`src/rtl/calc_diff_accum.sv`:
```
// rtl/calc_diff_accum.sv - windowed signed accumulator of CALC difference samples (option: CALC_ACC_SAT_EN)
module calc_diff_accum #(
    parameter int WD    = 8,
    parameter int ACC_W = 16,
    parameter int LEN_W = 8
) (
    input  logic             clk,
    input  logic             reset,
    input  logic             start,
    input  logic [LEN_W-1:0] win_len,
    input  logic             in_valid,
    input  logic [WD-1:0]    in_data,
    output logic             in_ready,
    output logic             busy,
    output logic             out_valid,
    input  logic             out_ready,
    output logic [ACC_W-1:0] out_sum,
    output logic [LEN_W-1:0] out_count,
    output logic             overflow
);

    typedef enum logic [1:0] {IDLE, ACCUM, HOLD} state_t;

    localparam logic [ACC_W-1:0] SUM_MAX = {1'b0, {(ACC_W-1){1'b1}}};
    localparam logic [ACC_W-1:0] SUM_MIN = {1'b1, {(ACC_W-1){1'b0}}};

    state_t           state, state_nx;
    logic [LEN_W-1:0] len_q, len_nx;
    logic [LEN_W-1:0] count_nx, count_inc;
    logic [ACC_W-1:0] sum_nx, sample_ext, add_raw, add_res;
    logic             ovf_nx, add_ovf, accept;

    assign sample_ext = {{(ACC_W-WD){in_data[WD-1]}}, in_data};
    assign add_raw    = out_sum + sample_ext;
    assign add_ovf    = (out_sum[ACC_W-1] == sample_ext[ACC_W-1]) &&
                        (add_raw[ACC_W-1] != out_sum[ACC_W-1]);
    assign count_inc  = out_count + LEN_W'(1);
    assign accept     = in_valid && in_ready;

`ifdef CALC_ACC_SAT_EN
    // Clamp toward the sign of the running sum; later samples add from the rail.
    assign add_res = add_ovf ? (out_sum[ACC_W-1] ? SUM_MIN : SUM_MAX) : add_raw;
`else
    assign add_res = add_raw;
`endif

    always_comb begin
        state_nx = state;
        len_nx   = len_q;
        count_nx = out_count;
        sum_nx   = out_sum;
        ovf_nx   = overflow;
        case (state)
            IDLE: begin
                if (start) begin
                    len_nx   = win_len;
                    count_nx = '0;
                    sum_nx   = '0;
                    ovf_nx   = 1'b0;
                    state_nx = (win_len == '0) ? HOLD : ACCUM;
                end
            end
            ACCUM: begin
                if (accept) begin
                    sum_nx   = add_res;
                    count_nx = count_inc;
                    ovf_nx   = overflow | add_ovf;
                    if (count_inc == len_q)
                        state_nx = HOLD;
                end
            end
            HOLD: begin
                if (out_ready)
                    state_nx = IDLE;
            end
            default: state_nx = IDLE;
        endcase
    end

    always_ff @(posedge clk or negedge reset) begin
        if (!reset) begin
            state     <= IDLE;
            len_q     <= '0;
            out_count <= '0;
            out_sum   <= '0;
            overflow  <= 1'b0;
            in_ready  <= 1'b0;
            busy      <= 1'b0;
            out_valid <= 1'b0;
        end else begin
            state     <= state_nx;
            len_q     <= len_nx;
            out_count <= count_nx;
            out_sum   <= sum_nx;
            overflow  <= ovf_nx;
            in_ready  <= (state_nx == ACCUM);
            busy      <= (state_nx != IDLE);
            out_valid <= (state_nx == HOLD);
        end
    end

endmodule
```
`config.mk`:
```
export PLATFORM = sky130hd
export DESIGN_NAME = calc_diff_accum
export DESIGN_NICKNAME = d
export VERILOG_FILES = /design/src/rtl/calc_diff_accum.sv
export SDC_FILE = /design/constraint.sdc
export NUM_CORES = 1
export LEC_CHECK = 0
export CAP_MARGIN = 0
export CORE_ASPECT_RATIO = 0.7
export CORE_MARGIN = 4
export CORE_UTILIZATION = 47
export CTS_CLUSTER_SIZE = 24
export DETAILED_ROUTE_END_ITERATION = 16
export HOLD_SLACK_MARGIN = 0.05
export MAX_ROUTING_LAYER = met4
export PLACE_DENSITY = 0.75
export SYNTH_ARGS = -nofsm -noshare
export SYNTH_HDL_FRONTEND = slang
export SYNTH_SLANG_ARGS = --single-unit
```
`constraint.sdc`:
```
create_clock -name clk -period 2.3 [get_ports clk]
set_clock_uncertainty 0.1 [all_clocks]
set_input_delay 0.23 -clock clk [delete_from_list [all_inputs] [get_ports clk]]
set_output_delay 0.23 -clock clk [all_outputs]
set_load 0.03 [all_outputs]
```
* Yosys cells after proc, flatten, opt, wreduce, memory -nomap -nowiden
Index checks and enable logic that the tools add are counted.
** Word-level totals
- Flip-flop bits (word level) :: 38
- Logic and storage cells :: 43
- Bits of input ports :: 21
- Output and inout port bits :: 28
** Operators by class
- Eq/ne operators :: 9
- Add/subtract/negate cells :: 2
- Reduce and logical (&&, ||, !) cells :: 8
- Multiplexer cells :: 15
- Bitwise logic cells :: 1
** Operators with widths (number)
- $mux 16 :: 2
- $pmux 16 s2 :: 1
- $add 16x16->16 :: 1
- $mux 8 :: 2
- $pmux 8 s2 :: 1
- $mux 2 :: 5
- $add 8x1->8 const B :: 1
- $eq 8x8->1 :: 1
- $logic_not 8->1 :: 1
- $pmux 2 s3 :: 1
- $eq 2x1->1 const B :: 2
- $eq 2x2->1 const B :: 2
- $ne 2x2->1 const B :: 2
- $reduce_bool 2->1 :: 2
- $reduce_and 3->1 :: 1
- $logic_and 1x1->1 :: 2
- $logic_not 2->1 :: 1
- $mux 1 :: 2
- $pmux 1 s2 :: 1
- $reduce_and 2->1 :: 1
- $eq 1x1->1 :: 1
- $ne 1x1->1 :: 1
- $or 1x1->1 :: 1

* Depth between registers and ports, before layout
- Depth in word-level cells :: 6
- Mapped depth :: 8
- Depth with buffers taken out :: 8

* Worst setup path after synthesis
OpenSTA, ideal clock, no wires.
- Kind :: reg-to-reg
- Start point :: register out_sum[0]
- End point :: register out_sum[14]
- Clock period less this slack :: 2.508 ns
- Data required time :: 2.066 ns
- Library setup time :: 0.134 ns
- Arrival :: 2.274 ns
- Buffers on the path :: 0
- Slack :: -0.208 ns
- Cell stages (with the launch flop) :: 9
- Cells stage by stage :: dfrtp_1 -> ha_1 -> fa_1 -> a21o_1 -> a311oi_1 -> o211ai_1 -> a41oi_1 -> xor2_1 -> o21ai_0
** Between the ends
- Cells in the longest elaborated chain, start to end :: 3
** Ends and longest elaborated chain
- from (decl) :: RTL line 17 : output logic [ACC_W-1:0] out_sum,
- from (signal assigned) :: RTL line 94 : out_sum <= sum_nx;
- $add 16x16->16 :: RTL line 34 : assign add_raw = out_sum + sample_ext;
- $mux 16 :: RTL line 64 : if (accept) begin
- $pmux 16 s2 :: RTL line 53 : case (state)
Every way passes these cells. The select of a mux whose other input is x is not followed.
A chain may end at the register's enable or synchronous reset.

* Final worst setup path
- Start point :: register out_sum[0]
- End point :: register out_sum[12]
Same word-level chain as after synthesis.

==> results.toml <==
[placement]
pre_cts_slack_ns = -0.375
place_area_um2 = 3240
dp_hpwl_um = 4970
portBuffers = 48
gp_congestion = 0.882
dp.cells = 405

[timing]
holdWs_ns = 0.346
hold_viol = 0
period_share = 0.986
tightest_slew_ns = 0.516
min_period_ns = 2.27
drv_slew = 0
setup_ws_ns = 0.0317
slew_headroom = 0.653
setup_viol = 0
rsz0062_at_grt = "true"
setup-tns-final_ns = 0
max_freq_mhz = 441

[floorplanning]
rows = 21
core-area_um2 = 4890
dieArea_um2 = 6400
io_pins = 49
die_y_um = 68.2
initial_core_util = 0.497
die_w_um = 93.9

[yosys]
seq_area_frac_synth = 0.391
netlist_area_um2 = 2430
synth_edf_count = 0
yosys_warnings = 0
synth_ff_type = "dfrtp_1"
synth.distinct_cells = 48
yosys_register_bits = 38
syn_inst = 261
async_flop_share = 1.00
syn_area_per_cell_um2 = 9.31
synthesis.nets = 299

[clocking]
clock-sinks = 38
tritoncts = "done"
cts-root-buf = "clkbuf_8"
path_clk_slew_ns = 0.08
cts_buffers = 5
clockBufferDepth = 2
insertion_delay_ns = 0.29
h-tree-depth = 2

[setup_path]
critPathKind = "register to register"
r2r_end = "out_sum[12]$_DFFE_PN0P_"
rr_startpoint = "out_sum[0]$_DFFE_PN0P_"
start_kind = "register"
crit_fanout = 3
slowest_stage = "dfrtp_2"
arrival_ns = 2.34
reg2reg_slack_ns = 0.03
crit_required_ns = 2.37
reg2reg_depth = 8
crit_family = "compound AO/OA/AOI/OAI gates"
crit_cells = 8
worstPathCellList = "ha_4, fa_2, a21o_1, a311oi_4, o211ai_1, a21oi_1, xor2_1, o21ai_1"
crit_buf_inv = 0
worst_path_largest_cell_delay_ns = 0.43
crit_path_end_kind = "register"

[detailed_routing]
wl_met3_um = 512
drt_iter0_markers = 158
dr.pass1.iters = 4
drc = 0
vias = 2335
vias_per_cell = 5.57
wl_met2_um = 3000
wl_met1_um = 3060
wl_per_cell_um = 15.8
highest_layer = "met4"
ant_nets = 0
drt-total-wl_um = 6610

[final_layout]
mostFrequentLayoutCell = "clkdlybuf4s50_1"
final_area_um2 = 3440
final_net_count = 387
layout_common_cells = "clkdlybuf4s50_1, buf_4, dfrtp_1, nand2_1, o21ai_0"
antennaDiodeCount = 0
fin_cells = 419
fill_cells = 397
area_growth_pct = 41.5
drive_gt1_frac = 0.206

[global_route]
grt_pass1_vias = 2216
grt_max_degree = 23
grt_pass1_wl_um = 10700
grt_use_total = 0.224
antenna_found_initial = 0
overflow = 0

[power_and_ir_drop]
p_per_area_nw_per_um2 = 1370
irDropWorstVdd_mv = 0.784
power.leakage_nw = 1.52

[min_path]
min_path_type = "input port to asynchronous set/reset pin"

[run_status]
status = "complete, no violations"

[job]
max_cap_violations = 0
==> worst max path at each step <==
stage / startpoint / endpoint / slack [ns]
2_1_floorplan: out_sum[0]$_DFFE_PN0P_ / out_sum[14]$_DFFE_PN0P_ / 0.02
3_3_place_gp: in_data[0] / out_sum[14]$_DFFE_PN0P_ / -0.28
3_5_place_dp: in_data[0] / out_sum[14]$_DFFE_PN0P_ / -0.37
4_1_cts: out_sum[0]$_DFFE_PN0P_ / out_sum[14]$_DFFE_PN0P_ / -0.08
5_1_grt: out_sum[0]$_DFFE_PN0P_ / out_sum[12]$_DFFE_PN0P_ / -0.08
6_report: out_sum[0]$_DFFE_PN0P_ / out_sum[12]$_DFFE_PN0P_ / 0.03
==> layout make-up <==
cell class,instances,area [µm²],area share
sequential,38,952,0.277
timing repair buffer,92,808,0.235
multi-input combinational,210,1490,0.434
clock buffer,7,86.3,0.0251
clock inverter,1,5.00,0.00146
tap,69,86.3,0.0251
inverter,2,7.51,0.00218
==> Yosys cell counts, drive strengths merged (2+ instances only) <==
| library cell | count | share of area |
|---|---|---|
| nand3 | 11 | 0.027 |
| mux2 | 7 | 0.032 |
| clkbuf | 9 | 0.014 |
| a22o | 4 | 0.014 |
| xnor2 | 10 | 0.036 |
| ha | 16 | 0.082 |
| o211ai | 4 | 0.012 |
| and3 | 3 | 0.0077 |
| nand2 | 33 | 0.051 |
| nand2b | 2 | 0.0051 |
| inv | 2 | 0.0031 |
| nor2b | 2 | 0.0051 |
| dfrtp | 38 | 0.39 |
| a21oi | 11 | 0.023 |
| nor2 | 13 | 0.020 |
| o21bai | 2 | 0.0062 |
| o21ai | 31 | 0.064 |
| a21o | 8 | 0.025 |
| a31oi | 4 | 0.010 |
| nor3 | 2 | 0.0041 |
| or3 | 2 | 0.0051 |
| nor4 | 2 | 0.0051 |
| a211oi | 3 | 0.0093 |
| nand4 | 4 | 0.010 |
| and2 | 3 | 0.0077 |
| nor3b | 2 | 0.0062 |
| buf | 2 | 0.0067 |
| xor2 | 11 | 0.040 |
| mux2i | 3 | 0.012 |
| o22ai | 2 | 0.0051 |
==> kinds of logic after synthesis <==
logic type	after synthesis	share of synthesized area
mux	10	0.0448
fa+ha+maj	17	0.0906
flops	38	0.391
compound gates	80	0.211
buf+inv	13	0.0237
simple gates	82	0.163
xor+xnor	21	0.0757
==> metal layers <==
layer / GRT usage / up-vias
met5: - / -
li1: - / 1135
met4: 0.0523 / 0
met3: 0.0527 / 4
met1: 0.320 / 1113
met2: 0.324 / 83
==> sequential cells by signal, indices dropped and copies added, names as in the netlist <==
register,cells
out_sum,16
len_q,8
out_count,8
state,2
busy,1
in_ready,1
out_valid,1
overflow,1
==> worst register-to-register path, delay by kind of cell (launching register included) <==
family	cells	cell delay, ns
AO/OA/AOI/OAI	5	0.96
XOR/XNOR	1	0.16
adder cells (fa/ha/maj)	2	0.51
flip-flops	1	0.43
==> what timing repair did <==
action	4_1_cts	5_1_grt
resized for setup	4	7
hold buffers	1	0
pin swaps	9	8
endpoints found under the setup margin	4	8
hold endpoints to repair	21	0
setup buffers	2	3
==> where the power goes <==
| group | internal [W] | switching (W) |
|---|---|---|
| registers | 0.000938 | 0.000241 |
| logic | 0.00146 | 0.00158 |
| clock network | 0.000242 | 0.000240 |
==> per-stage QoR <==
step	util	power, W
floorplan	-	0.00291
global placement	0.662	0.00398
detailed placement	0.662	0.00405
CTS	0.689	0.00458
global route	0.704	0.00505
finish	0.704	0.00470
(Power assumes the default switching activity.)
